### config.mk
export PLATFORM = sky130hd
export DESIGN_NAME = rop3_blit_ctrl_flat
export DESIGN_NICKNAME = d
export VERILOG_FILES = /design/src/rtl/rop3_blit_if.sv /design/src/rtl/rop3_blit_ctrl.sv /design/src/flat_wrapper.sv
export SDC_FILE = /design/constraint.sdc
export NUM_CORES = 1
export LEC_CHECK = 0
export ABC_AREA = 1
export BUFFER_PORTS_ARGS = -buffer_cell sky130_fd_sc_hd__buf_2
export CAP_MARGIN = 15
export CORE_UTILIZATION = 56
export DETAILED_ROUTE_END_ITERATION = 8
export GPL_TIMING_DRIVEN = 0
export PLACE_DENSITY = 0.86
export RECOVER_POWER = 25
export SYNTH_ARGS = -nofsm -noshare
export SYNTH_HDL_FRONTEND = slang
export SYNTH_SLANG_ARGS = --single-unit
### constraint.sdc
create_clock -name clk -period 2.8 [get_ports clk]
set_clock_uncertainty 0.2 [all_clocks]
set_input_delay 0 -clock clk [delete_from_list [all_inputs] [get_ports clk]]
set_output_delay 0 -clock clk [all_outputs]
set_load 0.005 [all_outputs]
### src/rtl/rop3_blit_if.sv
// Command, memory and rop3-unit connections of the ROP3 blit sequencer.
// The master modport is the sequencer; the slave modport is the host/memory/rop3 side.
interface rop3_blit_if #(
    parameter int N  = 8,
    parameter int AW = 8
);
    logic          start;
    logic          abort;
    logic [7:0]    mode;
    logic [N-1:0]  pattern;
    logic [AW-1:0] src_base;
    logic [AW-1:0] dst_base;
    logic [AW-1:0] len;

    logic          busy;
    logic          done;
    logic          aborted;
    logic [AW-1:0] words_done;

    logic          src_re;
    logic [AW-1:0] src_addr;
    logic [N-1:0]  src_rdata;
    logic          dst_re;
    logic [AW-1:0] dst_raddr;
    logic [N-1:0]  dst_rdata;

    logic [N-1:0]  rop_P;
    logic [N-1:0]  rop_S;
    logic [N-1:0]  rop_D;
    logic [7:0]    rop_Mode;
    logic [N-1:0]  rop_Result;

    logic          dst_we;
    logic [AW-1:0] dst_waddr;
    logic [N-1:0]  dst_wdata;

    modport master (
        input  start, abort, mode, pattern, src_base, dst_base, len,
        input  src_rdata, dst_rdata, rop_Result,
        output busy, done, aborted, words_done,
        output src_re, src_addr, dst_re, dst_raddr,
        output rop_P, rop_S, rop_D, rop_Mode,
        output dst_we, dst_waddr, dst_wdata
    );

    modport slave (
        output start, abort, mode, pattern, src_base, dst_base, len,
        output src_rdata, dst_rdata, rop_Result,
        input  busy, done, aborted, words_done,
        input  src_re, src_addr, dst_re, dst_raddr,
        input  rop_P, rop_S, rop_D, rop_Mode,
        input  dst_we, dst_waddr, dst_wdata
    );
endinterface

### src/rtl/rop3_blit_ctrl.sv
// Sequencer running one ROP3 operation over a linear span: reads S and D, feeds the
// registered rop3 unit, and writes each Result back to D three cycles after the read.
module rop3_blit_ctrl #(
    parameter int N  = 8,
    parameter int AW = 8
) (
    input  logic        clk,
    input  logic        rst_n,
    rop3_blit_if.master bus
);

    typedef enum logic [1:0] {IDLE, RUN, DRAIN, FIN} state_t;

    localparam logic [AW-1:0] ONE = AW'(1);

    state_t        state;
    state_t        state_next;

    logic [7:0]    mode_q;
    logic [N-1:0]  pattern_q;
    logic [AW-1:0] src_base_q;
    logic [AW-1:0] dst_base_q;
    logic [AW-1:0] len_q;

    logic [AW-1:0] rd_idx;
    logic [AW-1:0] words_q;
    logic          aborted_q;

    logic [2:0]    pipe_v;
    logic [AW-1:0] idx_s1;
    logic [AW-1:0] idx_s2;
    logic [AW-1:0] idx_s3;

    logic          accept;
    logic          kill;
    logic          issue;
    logic          last_issue;
    logic          write_en;

    always_comb begin
        accept     = (state == IDLE) && bus.start;
        kill       = ((state == RUN) || (state == DRAIN)) && bus.abort;
        issue      = (state == RUN) && !kill;
        last_issue = issue && (rd_idx == (len_q - ONE));
        write_en   = pipe_v[2] && !kill;
    end

    always_ff @(posedge clk or negedge rst_n) begin
        if (!rst_n) begin
            state <= IDLE;
        end else begin
            state <= state_next;
        end
    end

    // DRAIN may leave once only the final write stage is occupied: that write lands this cycle.
    always_comb begin
        state_next = state;
        case (state)
            IDLE: begin
                if (accept) begin
                    state_next = (bus.len == '0) ? FIN : RUN;
                end
            end
            RUN: begin
                if (kill) begin
                    state_next = FIN;
                end else if (last_issue) begin
                    state_next = DRAIN;
                end
            end
            DRAIN: begin
                if (kill || (pipe_v[1:0] == 2'b00)) begin
                    state_next = FIN;
                end
            end
            FIN: begin
                state_next = IDLE;
            end
            default: begin
                state_next = IDLE;
            end
        endcase
    end

    always_ff @(posedge clk or negedge rst_n) begin
        if (!rst_n) begin
            mode_q     <= '0;
            pattern_q  <= '0;
            src_base_q <= '0;
            dst_base_q <= '0;
            len_q      <= '0;
        end else if (accept && (bus.len != '0)) begin
            mode_q     <= bus.mode;
            pattern_q  <= bus.pattern;
            src_base_q <= bus.src_base;
            dst_base_q <= bus.dst_base;
            len_q      <= bus.len;
        end
    end

    always_ff @(posedge clk or negedge rst_n) begin
        if (!rst_n) begin
            rd_idx    <= '0;
            words_q   <= '0;
            aborted_q <= 1'b0;
        end else if (accept) begin
            rd_idx    <= '0;
            words_q   <= '0;
            aborted_q <= 1'b0;
        end else begin
            if (issue) begin
                rd_idx <= rd_idx + ONE;
            end
            if (write_en) begin
                words_q <= words_q + ONE;
            end
            if (kill) begin
                aborted_q <= 1'b1;
            end
        end
    end

    // Valid/index shift register: stage 1 = memory data, stage 3 = rop3 Result ready.
    always_ff @(posedge clk or negedge rst_n) begin
        if (!rst_n) begin
            pipe_v <= '0;
            idx_s1 <= '0;
            idx_s2 <= '0;
            idx_s3 <= '0;
        end else begin
            pipe_v <= kill ? 3'b000 : {pipe_v[1:0], issue};
            idx_s1 <= rd_idx;
            idx_s2 <= idx_s1;
            idx_s3 <= idx_s2;
        end
    end

    assign bus.busy       = (state == RUN) || (state == DRAIN);
    assign bus.done       = (state == FIN);
    assign bus.aborted    = (state == FIN) && aborted_q;
    assign bus.words_done = words_q;

    assign bus.src_re     = issue;
    assign bus.dst_re     = issue;
    assign bus.src_addr   = issue ? (src_base_q + rd_idx) : '0;
    assign bus.dst_raddr  = issue ? (dst_base_q + rd_idx) : '0;

    // Memory data is only forwarded while it belongs to a live read, so idle outputs stay 0.
    assign bus.rop_P      = pattern_q;
    assign bus.rop_Mode   = mode_q;
    assign bus.rop_S      = pipe_v[0] ? bus.src_rdata : '0;
    assign bus.rop_D      = pipe_v[0] ? bus.dst_rdata : '0;

    assign bus.dst_we     = write_en;
    assign bus.dst_waddr  = write_en ? (dst_base_q + idx_s3) : '0;
    assign bus.dst_wdata  = write_en ? bus.rop_Result : '0;

endmodule

### src/flat_wrapper.sv
// flat-port wrapper written by rule: the top's interface ports become plain ports
module rop3_blit_ctrl_flat 
#(
    parameter int N  = 8,
    parameter int AW = 8
)
  (clk, rst_n, bus_start, bus_abort, bus_mode, bus_pattern, bus_src_base, bus_dst_base, bus_len, bus_src_rdata, bus_dst_rdata, bus_rop_Result, bus_busy, bus_done, bus_aborted, bus_words_done, bus_src_re, bus_src_addr, bus_dst_re, bus_dst_raddr, bus_rop_P, bus_rop_S, bus_rop_D, bus_rop_Mode, bus_dst_we, bus_dst_waddr, bus_dst_wdata);
  rop3_blit_if #(.N(N), .AW(AW)) bus_i ();
  input  logic clk;
  input  logic rst_n;
  input wire logic [$bits(bus_i.start)-1:0] bus_start;
  input wire logic [$bits(bus_i.abort)-1:0] bus_abort;
  input wire logic [$bits(bus_i.mode)-1:0] bus_mode;
  input wire logic [$bits(bus_i.pattern)-1:0] bus_pattern;
  input wire logic [$bits(bus_i.src_base)-1:0] bus_src_base;
  input wire logic [$bits(bus_i.dst_base)-1:0] bus_dst_base;
  input wire logic [$bits(bus_i.len)-1:0] bus_len;
  input wire logic [$bits(bus_i.src_rdata)-1:0] bus_src_rdata;
  input wire logic [$bits(bus_i.dst_rdata)-1:0] bus_dst_rdata;
  input wire logic [$bits(bus_i.rop_Result)-1:0] bus_rop_Result;
  output wire logic [$bits(bus_i.busy)-1:0] bus_busy;
  output wire logic [$bits(bus_i.done)-1:0] bus_done;
  output wire logic [$bits(bus_i.aborted)-1:0] bus_aborted;
  output wire logic [$bits(bus_i.words_done)-1:0] bus_words_done;
  output wire logic [$bits(bus_i.src_re)-1:0] bus_src_re;
  output wire logic [$bits(bus_i.src_addr)-1:0] bus_src_addr;
  output wire logic [$bits(bus_i.dst_re)-1:0] bus_dst_re;
  output wire logic [$bits(bus_i.dst_raddr)-1:0] bus_dst_raddr;
  output wire logic [$bits(bus_i.rop_P)-1:0] bus_rop_P;
  output wire logic [$bits(bus_i.rop_S)-1:0] bus_rop_S;
  output wire logic [$bits(bus_i.rop_D)-1:0] bus_rop_D;
  output wire logic [$bits(bus_i.rop_Mode)-1:0] bus_rop_Mode;
  output wire logic [$bits(bus_i.dst_we)-1:0] bus_dst_we;
  output wire logic [$bits(bus_i.dst_waddr)-1:0] bus_dst_waddr;
  output wire logic [$bits(bus_i.dst_wdata)-1:0] bus_dst_wdata;
  assign bus_i.start = bus_start;
  assign bus_i.abort = bus_abort;
  assign bus_i.mode = bus_mode;
  assign bus_i.pattern = bus_pattern;
  assign bus_i.src_base = bus_src_base;
  assign bus_i.dst_base = bus_dst_base;
  assign bus_i.len = bus_len;
  assign bus_i.src_rdata = bus_src_rdata;
  assign bus_i.dst_rdata = bus_dst_rdata;
  assign bus_i.rop_Result = bus_rop_Result;
  assign bus_busy = bus_i.busy;
  assign bus_done = bus_i.done;
  assign bus_aborted = bus_i.aborted;
  assign bus_words_done = bus_i.words_done;
  assign bus_src_re = bus_i.src_re;
  assign bus_src_addr = bus_i.src_addr;
  assign bus_dst_re = bus_i.dst_re;
  assign bus_dst_raddr = bus_i.dst_raddr;
  assign bus_rop_P = bus_i.rop_P;
  assign bus_rop_S = bus_i.rop_S;
  assign bus_rop_D = bus_i.rop_D;
  assign bus_rop_Mode = bus_i.rop_Mode;
  assign bus_dst_we = bus_i.dst_we;
  assign bus_dst_waddr = bus_i.dst_waddr;
  assign bus_dst_wdata = bus_i.dst_wdata;
  rop3_blit_ctrl #(.N(N), .AW(AW)) u_core (.clk(clk), .rst_n(rst_n), .bus(bus_i));
endmodule
# Word level (Yosys, flattened, before mapping)
# Index checks and enable logic that the tools add are counted.
word_totals:
  regBits: 86
  inputBits: 68
  output_inout_bits: 78
op_classes:
  add_sub_neg: 6
  n_eq_ne: 7
  muxes: 19
  n_reduce_logical: 18
ops:
  columns: ["cell", "n"]
  rows:
  - ["two-way mux 8 bit", 10]
  - ["adder 8 bit", 3]
  - ["adder 8 x 1 -> 8 bit, second input constant", 2]
  - ["two-way mux 2 bit", 5]
  - ["equality test 8 bit", 1]
  - ["zero test 8 bit", 1]
  - ["case mux 2 bit (4 select lines)", 1]
  - ["nonzero test 8 bit", 1]
  - ["subtractor 8 x 1 -> 8 bit, second input constant", 1]
  - ["logical AND 1 bit", 7]
  - ["nonzero test 2 bit", 3]
  - ["equality test 2 bit, second input constant", 2]
  - ["zero test 2 bit", 2]
  - ["two-way mux 3 bit", 1]
  - ["inequality test 3 x 1 -> 1 bit, second input constant", 1]
  - ["AND reduction 3 bit", 1]
  - ["equality test 2 x 1 -> 1 bit, second input constant", 1]
  - ["logical OR 1 bit", 2]
  - ["two-way mux 1 bit", 2]
  - ["inequality test 2 x 1 -> 1 bit, second input constant", 1]
  - ["inequality test 2 bit, second input constant", 1]
  - ["zero test 1 bit", 1]

# Longest topological paths before layout
logic_depth:
  word_depth: 9
  depth_mapped: 15
  ltp_nobuf: 15

# Worst setup path after synthesis
# Ideal clock, no wire load.
synth_timing:
  path_kind: "register to register"
  startpoint: "register u_core.state[0]"
  endpoint: "register u_core.words_q[6], in the netlist u_core.bus.words_done[6]"
  arrival_ps: 1607
  required_ps: 2518
  slack_ps: 911
  path_stages_with_launch: 11
  n_path_buf: 0
  path_cell_list: "dfrtp_1 -> inv_1 -> ha_1 -> nand2_2 -> nand2_4 -> nor3_2 -> and2_1 -> nand2_1 -> o21ai_1 -> nand2_1 -> a31oi_1"
synth_via:
  elab_chain_cells: 6
  elab_cells_between_ends: 10
  classes_between: "2 x eq/ne; 1 x mux; 7 x reduce/logical"
synth_lines:
  columns: ["element", "line", "source"]
  rows:
  - ["start, declared", "rop3_blit_ctrl.sv:16", "state_t state;"]
  - ["start signal, assigned", "rop3_blit_ctrl.sv:52", "state <= state_next;"]
  - ["equality test 2 x 1 -> 1 bit or equality test 2 bit (tied branches)", null, null]
  - ["logical OR 1 bit (*)", null, null]
  - ["via bus_busy", "flat_wrapper.sv:21", "output wire logic [$bits(bus_i.busy)-1:0] bus_busy;"]
  - ["logical AND 1 bit (*)", "rop3_blit_ctrl.sv:42", "kill = ((state == RUN) || (state == DRAIN)) && bus.abort;"]
  - ["zero test 1 bit (*)", "rop3_blit_ctrl.sv:45", "write_en = pipe_v[2] && !kill;"]
  - ["logical AND 1 bit (*)", "rop3_blit_ctrl.sv:45", null]
  - ["nonzero test 2 bit (no line) (*)", null, null]
  - ["end signal, assigned", "rop3_blit_ctrl.sv:116", "words_q <= words_q + ONE;"]
  - ["end, declared", "rop3_blit_ctrl.sv:26", "logic [AW-1:0] words_q;"]
# The timed path passes the listed nets; every way through them passes the cells marked *.
# A chain may end at the register's enable or synchronous reset.

# Worst setup path after layout
layout_timing:
  startpoint: "register u_core.rd_idx[0]"
  endpoint: "output bus_dst_raddr[6]"
layout_via:
  elab_chain_cells: 2
layout_lines:
  columns: ["element", "line", "source"]
  rows:
  - ["start, declared", "rop3_blit_ctrl.sv:25", "logic [AW-1:0] rd_idx;"]
  - ["start signal, assigned", "rop3_blit_ctrl.sv:113", "rd_idx <= rd_idx + ONE;"]
  - ["adder 8 bit", "rop3_blit_ctrl.sv:147", "assign bus.dst_raddr = issue ? (dst_base_q + rd_idx) : '0;"]
  - ["two-way mux 8 bit", "rop3_blit_ctrl.sv:147", null]
  - ["end, declared", "flat_wrapper.sv:28", "output wire logic [$bits(bus_i.dst_raddr)-1:0] bus_dst_raddr;"]
# Every way passes these cells.

==> flow_summary.yaml <==
status:
  status: "finished, violations left"
  violations: "max-capacitance violations, max-slew violations"
placed_design:
  placed_area_um2: 5680
  portBuffers: 145
  hpwl_um: 8390
  gp_congestion: 0.877
  place_inst: 763
setup_path:
  crit_type: "flip-flop to output port"
  path_max_fanout: 8
  arrival_ns: 2.43
  crit_buf_inv: 1
  critPathCaptureType: "output port"
  cp_slowest_cell: "dfrtp_1"
  slowest_delay_ns: 0.50
  worstPathCellList: "ha_1 -> fa_1 -> nand3_1 -> nand3_1 -> nand2_1 -> nand2_1 -> a21oi_1 -> xor2_1 -> nor2_1 -> buf_2"
  cp_top_family: "adder cells"
  rrSetupSlack_ns: 0.58
  cp.required_ns: 2.60
  critPathLaunchType: "flip-flop"
power_and_ir_drop:
  ir_drop_mv: 0.524
  p_total_w: 0.00552
  power.density_nw_per_um2: 875
  p_leak_nw: 3.58
flow_run:
  max-cap-violations: 1
clock_tree:
  cts_tree: "done"
  cts_made_buffers: 9
  cts_max_level: 3
  clk_pin_slew_ns: 0.09
  cts.sinks: 86
  post_cts_resized: 0
  clockBufferDepth: 2
  cts_root_buf: "clkbuf_8"
  clock_latency_ns: 0.37
detailed_routing:
  drcViolationCount: 0
  totalWireLength_um: 12000
  viasPerCell: 5.16
  ant_nets: 0
  firstDrtPassIters: 4
  detail_route.wl_per_cell_um: 14.6
  drtIter0Drc: 173
  vias: 4251
cells_and_area:
  multi_input_area_um2: 2240
  drive_above_1_share: 0.300
  final_cell_mix: "138 x buf_2, 91 x nand2_1, 86 x dfrtp_1, 71 x inv_1, 45 x dlygate4sd3_1"
  final_nets: 814
  area_growth_pct: 31.6
  final_cell_count_no_fill: 824
  fillers: 563
  final_common_cell: "buf_2"
  diodes: 0
  finalInstanceArea_um2: 6310
  seq_area_um2: 2150
timing:
  hold_viol_final: 0
  finalCriticalPeriod_ns: 2.63
  hold_ws_ns: 0.0471
  slew_headroom: -0.0237
  fin_crit_sh: 0.938
  tightest_slew_ns: 1.54
  max_freq_ghz: 0.381
  rsz0062_at_grt: "false"
  slew_violations: 72
  final.setup.tns_ns: 0
  setup-violations-final: 0
synth:
  synthCells: 512
  netlist_area_um2: 4790
  ys_types: 32
  synth.avg_cell_area_um2: 9.36
  ys_seq_area_frac: 0.449
  ys_warn_count: 0
  syn_nets: 612
  synth.ff_latch_count: 86
global_routing:
  grt-ovfl-total: 0
  grt.total_usage: 0.282
  grt_pass1_wl_um: 19100
  grt_pass1_vias: 4252
  grt_max_degree: 72
  antenna_found_initial: 0
floorplan:
  initial_core_util: 0.581
  num_io_pins: 146
  dieArea_um2: 8940
  die_w_um: 94.5
  die_y_um: 94.5
  core_um2: 8260
  rows: 33
worst_hold_path:
  hold_path.class: "primary input to output port"
-- cell usage after synthesis, drive strengths merged --
cell	n	area (um^2)
o21ai	25	125
buf	7	88.8
fa	3	60.1
nor2	50	203
nand2	95	377
xor2	10	87.6
nand4	7	43.8
nor4	3	37.5
ha	29	363
o211ai	1	7.51
and2	1	6.26
a21oi	35	175
a211oi	3	22.5
nand3	27	135
nor3	2	20.0
clkbuf	5	20.0
xnor2	5	43.8
nor3b	2	15.0
a31oi	5	31.3
inv	77	289
dfrtp	86	2150
mux2	34	492
-- cells by family (layout without fill, tap and decap cells) --
logic type      count (synthesis)  count (layout)  share of synthesized area
buf+inv                        89             296                     0.0830
flops                          86              86                      0.449
simple gates                  187             187                      0.175
xor+xnor                       15              15                     0.0274
mux                            34              34                      0.103
fa+ha+maj                      32              32                     0.0882
compound gates                 69              69                     0.0754
-- path summary, 6_finish.rpt --
check                                              from                                   end  depth (start not counted)
setup / recovery           u_core.rd_idx[0]$_DFFE_PN0P_                      bus_dst_raddr[6]                         10
hold / removal                         bus_src_rdata[2]                          bus_rop_S[2]                          4
setup reg to reg            u_core.state[0]$_DFFE_PN0P_  u_core.bus.words_done[6]$_DFFE_PN0P_                         10
hold reg to reg              u_core.idx_s2[0]$_DFF_PN0_            u_core.idx_s3[0]$_DFF_PN0_                          0
max in group asynchronous                         rst_n           u_core.len_q[2]$_DFFE_PN0P_                          4
min in group asynchronous                         rst_n           u_core.state[1]$_DFFE_PN0P_                          4
-- metrics by stage --
stage	utilization	worst slack, ns
after global placement	0.684	0.640
after global routing	0.764	0.0124
after detailed placement	0.688	0.579
final	0.764	0.172
after CTS	0.768	0.167
after floorplan	-	0.911
-- power by group --
group          leakage (nW)  switching (W)  internal, W
clock                 0.109       0.000513     0.000436
sequential             1.09       0.000373      0.00165
combinational          2.38        0.00132      0.00124
-- per-layer routing --
metal / part of all wire / vias up / GRT usage
met1: 0.40 / 1997 / 0.319
met2: 0.52 / 154 / 0.510
met3: 0.056 / 33 / 0.0507
met5: 0 / - / 0
met4: 0.030 / 0 / 0.139
li1: - / 2067 / -
-- area by class of cell --
cell class | count | area share
tap | 105 | 0.0208
sequential | 86 | 0.341
buffer | 12 | 0.0173
inverter | 77 | 0.0458
clock inverter | 7 | 0.0139
multi-input combinational | 337 | 0.356
clock buffer | 9 | 0.0196
timing repair buffer | 191 | 0.186
-- flip-flops by register name, indices dropped and copies added (netlist names) --
register and count:
u_core.idx_s2 8, u_core.src_base_q 8, u_core.rd_idx 8, u_core.idx_s1 8
u_core.bus.words_done 8, u_core.aborted_q 1, u_core.idx_s3 8, u_core.dst_base_q 8
u_core.bus.rop_Mode 8, u_core.state 2, u_core.bus.rop_P 8, u_core.len_q 8
u_core.pipe_v 3
-- tightest hold or removal path, stage by stage --
cell     delay (ns)
buf_2          0.07
nand2_1        0.04
inv_1          0.04
buf_2          0.10
-- repair_timing --
item | 4_1_cts | 5_1_grt
hold endpoints to repair | 142 | 0
hold buffers | 45 | 0
buffers inserted | 0 | 0
endpoints found under the setup margin | 0 | 0
No activity file was read; power rests on OpenSTA's default activity.
